--- src/rtl/trng_pkg.sv ---
// Shared types, default parameters and a width helper for the TRNG word collector.
package trng_pkg;

    typedef enum logic {
        PAIR_A = 1'b0,
        PAIR_B = 1'b1
    } pair_state_t;

    localparam int DEFAULT_WIDTH      = 32;
    localparam int DEFAULT_SAMPLE_DIV = 1;
    localparam int DEFAULT_DEBIAS     = 1;
    localparam int DEFAULT_RCT_LIMIT  = 32;

    // Ceiling of log2; returns 0 for values of 0 or 1.
    function automatic int clog2(input int value);
        int result;
        int remaining;
        result    = 0;
        remaining = value - 1;
        while (remaining > 0) begin
            result    = result + 1;
            remaining = remaining >> 1;
        end
        return result;
    endfunction

endpackage

--- src/rtl/trng_vn_debias.sv ---
// Von Neumann corrector: pairs of raw samples, 01 -> 0, 10 -> 1, 00/11 dropped.
module trng_vn_debias
    import trng_pkg::*;
#(
    parameter int DEBIAS = DEFAULT_DEBIAS
) (
    input  logic clk,
    input  logic clr,
    input  logic en,
    input  logic strobe,
    input  logic sample,
    output logic bit_valid,
    output logic bit_out
);

    pair_state_t state;
    pair_state_t state_next;
    logic        first_bit;

    always_ff @(posedge clk) begin
        if (clr) begin
            state     <= PAIR_A;
            first_bit <= 1'b0;
        end else begin
            state <= state_next;
            if (strobe && (state == PAIR_A)) begin
                first_bit <= sample;
            end
        end
    end

    // Dropping enable abandons any half-collected pair.
    always_comb begin
        state_next = state;
        if (!en) begin
            state_next = PAIR_A;
        end else if (strobe) begin
            case (state)
                PAIR_A:  state_next = PAIR_B;
                PAIR_B:  state_next = PAIR_A;
                default: state_next = PAIR_A;
            endcase
        end
    end

    always_comb begin
        bit_valid = 1'b0;
        bit_out   = 1'b0;
        if (DEBIAS == 0) begin
            bit_valid = en && strobe;
            bit_out   = sample;
        end else if (en && strobe && (state == PAIR_B) && (first_bit != sample)) begin
            bit_valid = 1'b1;
            bit_out   = first_bit;
        end
    end

endmodule

--- src/rtl/trng_word_collector.sv ---
// Collects the TRNG serial stream into WIDTH-bit words: synchroniser, sample
// divider, repetition-count health test, packer and double-buffered output.
module trng_word_collector
    import trng_pkg::*;
#(
    parameter int WIDTH      = DEFAULT_WIDTH,
    parameter int SAMPLE_DIV = DEFAULT_SAMPLE_DIV,
    parameter int DEBIAS     = DEFAULT_DEBIAS,
    parameter int RCT_LIMIT  = DEFAULT_RCT_LIMIT
) (
    input  logic             clk,
    input  logic             clr,
    input  logic             en,
    input  logic             rand_num,
    output logic [WIDTH-1:0] word_data,
    output logic             word_valid,
    input  logic             word_ready,
    output logic             health_fail,
    output logic             overrun
);

    localparam int FILL_W = clog2(WIDTH + 1);
    localparam int DIV_W  = (clog2(SAMPLE_DIV) > 0) ? clog2(SAMPLE_DIV) : 1;
    localparam int RCT_W  = clog2(RCT_LIMIT + 1);

    localparam logic [FILL_W-1:0] FILL_FULL = FILL_W'(WIDTH);
    localparam logic [DIV_W-1:0]  DIV_LAST  = DIV_W'(SAMPLE_DIV - 1);
    localparam logic [RCT_W-1:0]  RCT_MAX   = RCT_W'(RCT_LIMIT);

    logic              sync_1;
    logic              sync_2;
    logic              sample;
    logic [DIV_W-1:0]  div_cnt;
    logic              strobe;
    logic              prev_sample;
    logic [RCT_W-1:0]  rct_cnt;
    logic [RCT_W-1:0]  rct_next;
    logic              bit_valid;
    logic              bit_out;
    logic              accepted;
    logic [WIDTH-1:0]  shift_reg;
    logic [FILL_W-1:0] fill;
    logic              shift_full;
    logic              out_full;
    logic              consume;
    logic              transfer;

    always_ff @(posedge clk) begin
        if (clr) begin
            sync_1 <= 1'b0;
            sync_2 <= 1'b0;
        end else begin
            sync_1 <= rand_num;
            sync_2 <= sync_1;
        end
    end

    assign sample = sync_2;
    assign strobe = en && (div_cnt == DIV_LAST);

    always_ff @(posedge clk) begin
        if (clr || !en) begin
            div_cnt <= '0;
        end else if (strobe) begin
            div_cnt <= '0;
        end else begin
            div_cnt <= div_cnt + 1'b1;
        end
    end

    // The run counter saturates at the limit so it cannot wrap back below it.
    always_comb begin
        rct_next = rct_cnt;
        if (strobe) begin
            if (sample != prev_sample) begin
                rct_next = RCT_W'(1);
            end else if (rct_cnt != RCT_MAX) begin
                rct_next = rct_cnt + 1'b1;
            end
        end
    end

    always_ff @(posedge clk) begin
        if (clr) begin
            prev_sample <= 1'b0;
            rct_cnt     <= '0;
            health_fail <= 1'b0;
        end else begin
            if (strobe) begin
                prev_sample <= sample;
            end
            rct_cnt <= rct_next;
            if (rct_next == RCT_MAX) begin
                health_fail <= 1'b1;
            end
        end
    end

    trng_vn_debias #(
        .DEBIAS(DEBIAS)
    ) u_debias (
        .clk       (clk),
        .clr       (clr),
        .en        (en),
        .strobe    (strobe),
        .sample    (sample),
        .bit_valid (bit_valid),
        .bit_out   (bit_out)
    );

    assign accepted   = bit_valid && !health_fail;
    assign word_valid = out_full && !health_fail;
    assign consume    = word_valid && word_ready;
    assign shift_full = (fill == FILL_FULL);
    assign transfer   = shift_full && (!out_full || consume);

    // A bit arriving on a transfer edge starts the next word instead of being lost.
    always_ff @(posedge clk) begin
        if (clr) begin
            word_data <= '0;
            out_full  <= 1'b0;
            shift_reg <= '0;
            fill      <= '0;
            overrun   <= 1'b0;
        end else begin
            if (transfer) begin
                word_data <= shift_reg;
                out_full  <= 1'b1;
            end else if (consume) begin
                out_full <= 1'b0;
            end

            if (transfer) begin
                if (accepted) begin
                    shift_reg <= {{(WIDTH-1){1'b0}}, bit_out};
                    fill      <= FILL_W'(1);
                end else begin
                    fill <= '0;
                end
            end else if (accepted) begin
                if (shift_full) begin
                    overrun <= 1'b1;
                end else begin
                    shift_reg <= {shift_reg[WIDTH-2:0], bit_out};
                    fill      <= fill + 1'b1;
                end
            end
        end
    end

endmodule
--- config.mk ---
export PLATFORM = sky130hd
export DESIGN_NAME = trng_word_collector
export DESIGN_NICKNAME = d
export VERILOG_FILES = /design/src/rtl/trng_pkg.sv /design/src/rtl/trng_vn_debias.sv /design/src/rtl/trng_word_collector.sv
export SDC_FILE = /design/constraint.sdc
export NUM_CORES = 1
export LEC_CHECK = 0
export ABC_AREA = 1
export CORE_MARGIN = 10
export CORE_UTILIZATION = 48
export DETAILED_ROUTE_END_ITERATION = 12
export GPL_ROUTABILITY_DRIVEN = 0
export HOLD_SLACK_MARGIN = 0.1
export PLACE_DENSITY = 0.71
export SYNTH_ARGS = -nofsm -noshare
export SYNTH_HDL_FRONTEND = slang
export SYNTH_SLANG_ARGS = --single-unit
--- constraint.sdc ---
create_clock -name clk -period 2.9 [get_ports clk]
set_clock_uncertainty 0.05 [all_clocks]
set_input_delay 0.58 -clock clk [delete_from_list [all_inputs] [get_ports clk]]
set_output_delay 0.58 -clock clk [all_outputs]
set_load 0.01 [all_outputs]
==> metrics <==
Final Hold Vio Count=0; Total Wirelength=slightly above 7000 um; post-route cell area=4080 um2; final slew viol count=0; area delta synth->final=18.5%; sequential share of the synthesized area=between 40% and 50%; Max Fclk=slightly below 500 MHz; worst-case vdd ir drop=0.275 mV; CP Max Fanout=32; commonest non-fill, non-tap cell in the layout=nand2_1; iteration-0 DRC count of the detailed router=about 110; Final WS setup=883 ps; arrival time of the worst setup path=2190 ps; #FFs+latches synth=85; layout cell share with drive strength beyond 1=11.1%; first-pass GRT wire length=12,200 um; Worst Setup End Kind=flop; PwrDens=536 nW/um2; Nets=491; diode count=0; final setup violation count=0; status=complete, no violations; via-per-instance ratio=about 5; die area=11,000 um2; Reg area=roughly 1700 um2; die height=between 100 and 150 um; # hold bufs at CTS=0; fill count=roughly 660; Startpoint Class=input port; RSZ-0062 raised after global routing=false; CTS sink cnt=85; pre-CTS WS=528 ps; IO Pins=40; row count=30; Cells after Synth=451; most frequent cells in the layout=nand2_1 (100), dfxtp_1 (85), nor2_1 (84); Mapped Area=3440 um2; Clk pin slew, worst setup/hold paths=90 ps; final critical-path required period=2020 ps; count of input and output buffers=39; Cell variety after synth=29; drc violations=0; PostCTS Resize Cnt=0; Worst EP required=slightly above 3000 ps; Multi-input gate area=1480 um2; Reg2Reg Setup Slack=970 ps; routed length per placed instance=roughly 12 um; pin count of the biggest net entering global routing=50; total of max-cap violations=0; core outline area=roughly 6900 um2; Mapped Nets=460; Leak=about 0.0015 uW; Crit Path Category=in2reg; Post-CTS Setup Bufs=0; gr usage total=a little over an eighth; yosys warns=0; HP Class=reg2reg; vias in the first global route=2,739; via count=around 2,900; Pre-antenna DRT Iters=4; htree depth=3; clock tree buffer depth=2; TNS Setup=0 ps; CTS buffer count=9; die width=roughly 100 um; CTS tree=yes; Worst-Margin Slew=909 ps; Final period util=~70%; remaining global-route overflow=0; initial core utilization=50.1%; Post-DP Area=3840 um2; antenna violations before repair=0; Worst-Skew Late Latency=350 ps; clock root buffer=clkbuf_8; Rel. slew slack=39.3%; Detailed Place HPWL=4630 um; Avg Inst Size Synth=7.63 um2; Post-DRT Antenna Nets=0
==> worst max-delay path: stages <==
cell	delay, ps
clkdlybuf4s50_1	490
inv_2	70
nor2_8	140
nand2_4	80
a21oi_4	160
nand2_1	80
nor2_2	130
inv_2	230
nand2_1	160
a21oi_2	60
==> power by group <==
group	leakage [uW]	internal (uW)	switching, uW
clock network	0.000107	514	430
logic	0.000676	19.4	44.9
registers	0.000686	1170	6.26
total	0.00147	1710	481
==> logic make-up after synthesis <==
| group | after synthesis | share of synthesized area (%) |
|---|---|---|
| AOI/OAI and AO/OA | 82 | 13.6 |
| xor gates and xnor gates | 1 | 0.255 |
| adders and majority gates | 4 | 1.46 |
| buffers and inverters | 53 | 7.46 |
| DFF | 85 | 49.5 |
| other | 1 | 0.109 |
| and+or+nand+nor | 225 | 27.7 |
==> metal layers <==
layer | global-route usage [%] | vias up | part of all wire, %
li1 | - | 1493 | -
met2 | 22.8 | 50 | 49
met3 | 4.48 | 7 | 5.7
met1 | 14.3 | 1326 | 44
met5 | 0 | - | 0
met4 | 4.61 | 0 | 0.97
==> cell usage after synthesis (all sizes together) <==
| library cell | n | area, um2 |
|---|---|---|
| a211oi | 1 | 7.51 |
| a21oi | 43 | 264 |
| a221oi | 1 | 8.76 |
| a31oi | 1 | 6.26 |
| buf | 13 | 101 |
| clkbuf | 9 | 33.8 |
| clkinv | 1 | 8.76 |
| conb | 1 | 3.75 |
| dfxtp | 85 | 1700 |
| ha | 4 | 50.1 |
| inv | 30 | 113 |
| nand2 | 111 | 449 |
| nand3 | 20 | 113 |
| nand4 | 5 | 31.3 |
| nor2 | 88 | 354 |
| nor3 | 1 | 5.00 |
| o21ai | 36 | 180 |
| xor2 | 1 | 8.76 |
==> area by class of cell <==
class	count	area share, %
clock buffers	10	3.38
clock inverters	6	2.30
inverters	31	2.98
multi-input cells	313	36.3
flip-flops and latches	85	41.7
well taps	96	2.95
repair buffers	42	10.3
==> through the flow <==
stage	cells	total power, uW	util [%]	hold slack, ps
2_1_floorplan	451	1250	-	338
5_1_grt	583	2270	59.3	403
3_5_place_dp	567	1270	56.0	348
4_1_cts	583	2200	59.3	360
3_3_place_gp	567	1270	56.0	343
6_report	583	2190	59.3	358
==> final timing paths <==
path / depth (start not counted) / start / to
min: 2 / sync_1 / sample
max reg2reg: 10 / fill[0] / shift_reg[14]
max: 10 / en / shift_reg[14]
min reg2reg: 2 / sync_1 / sample
Power figures use the tool's default switching activity.
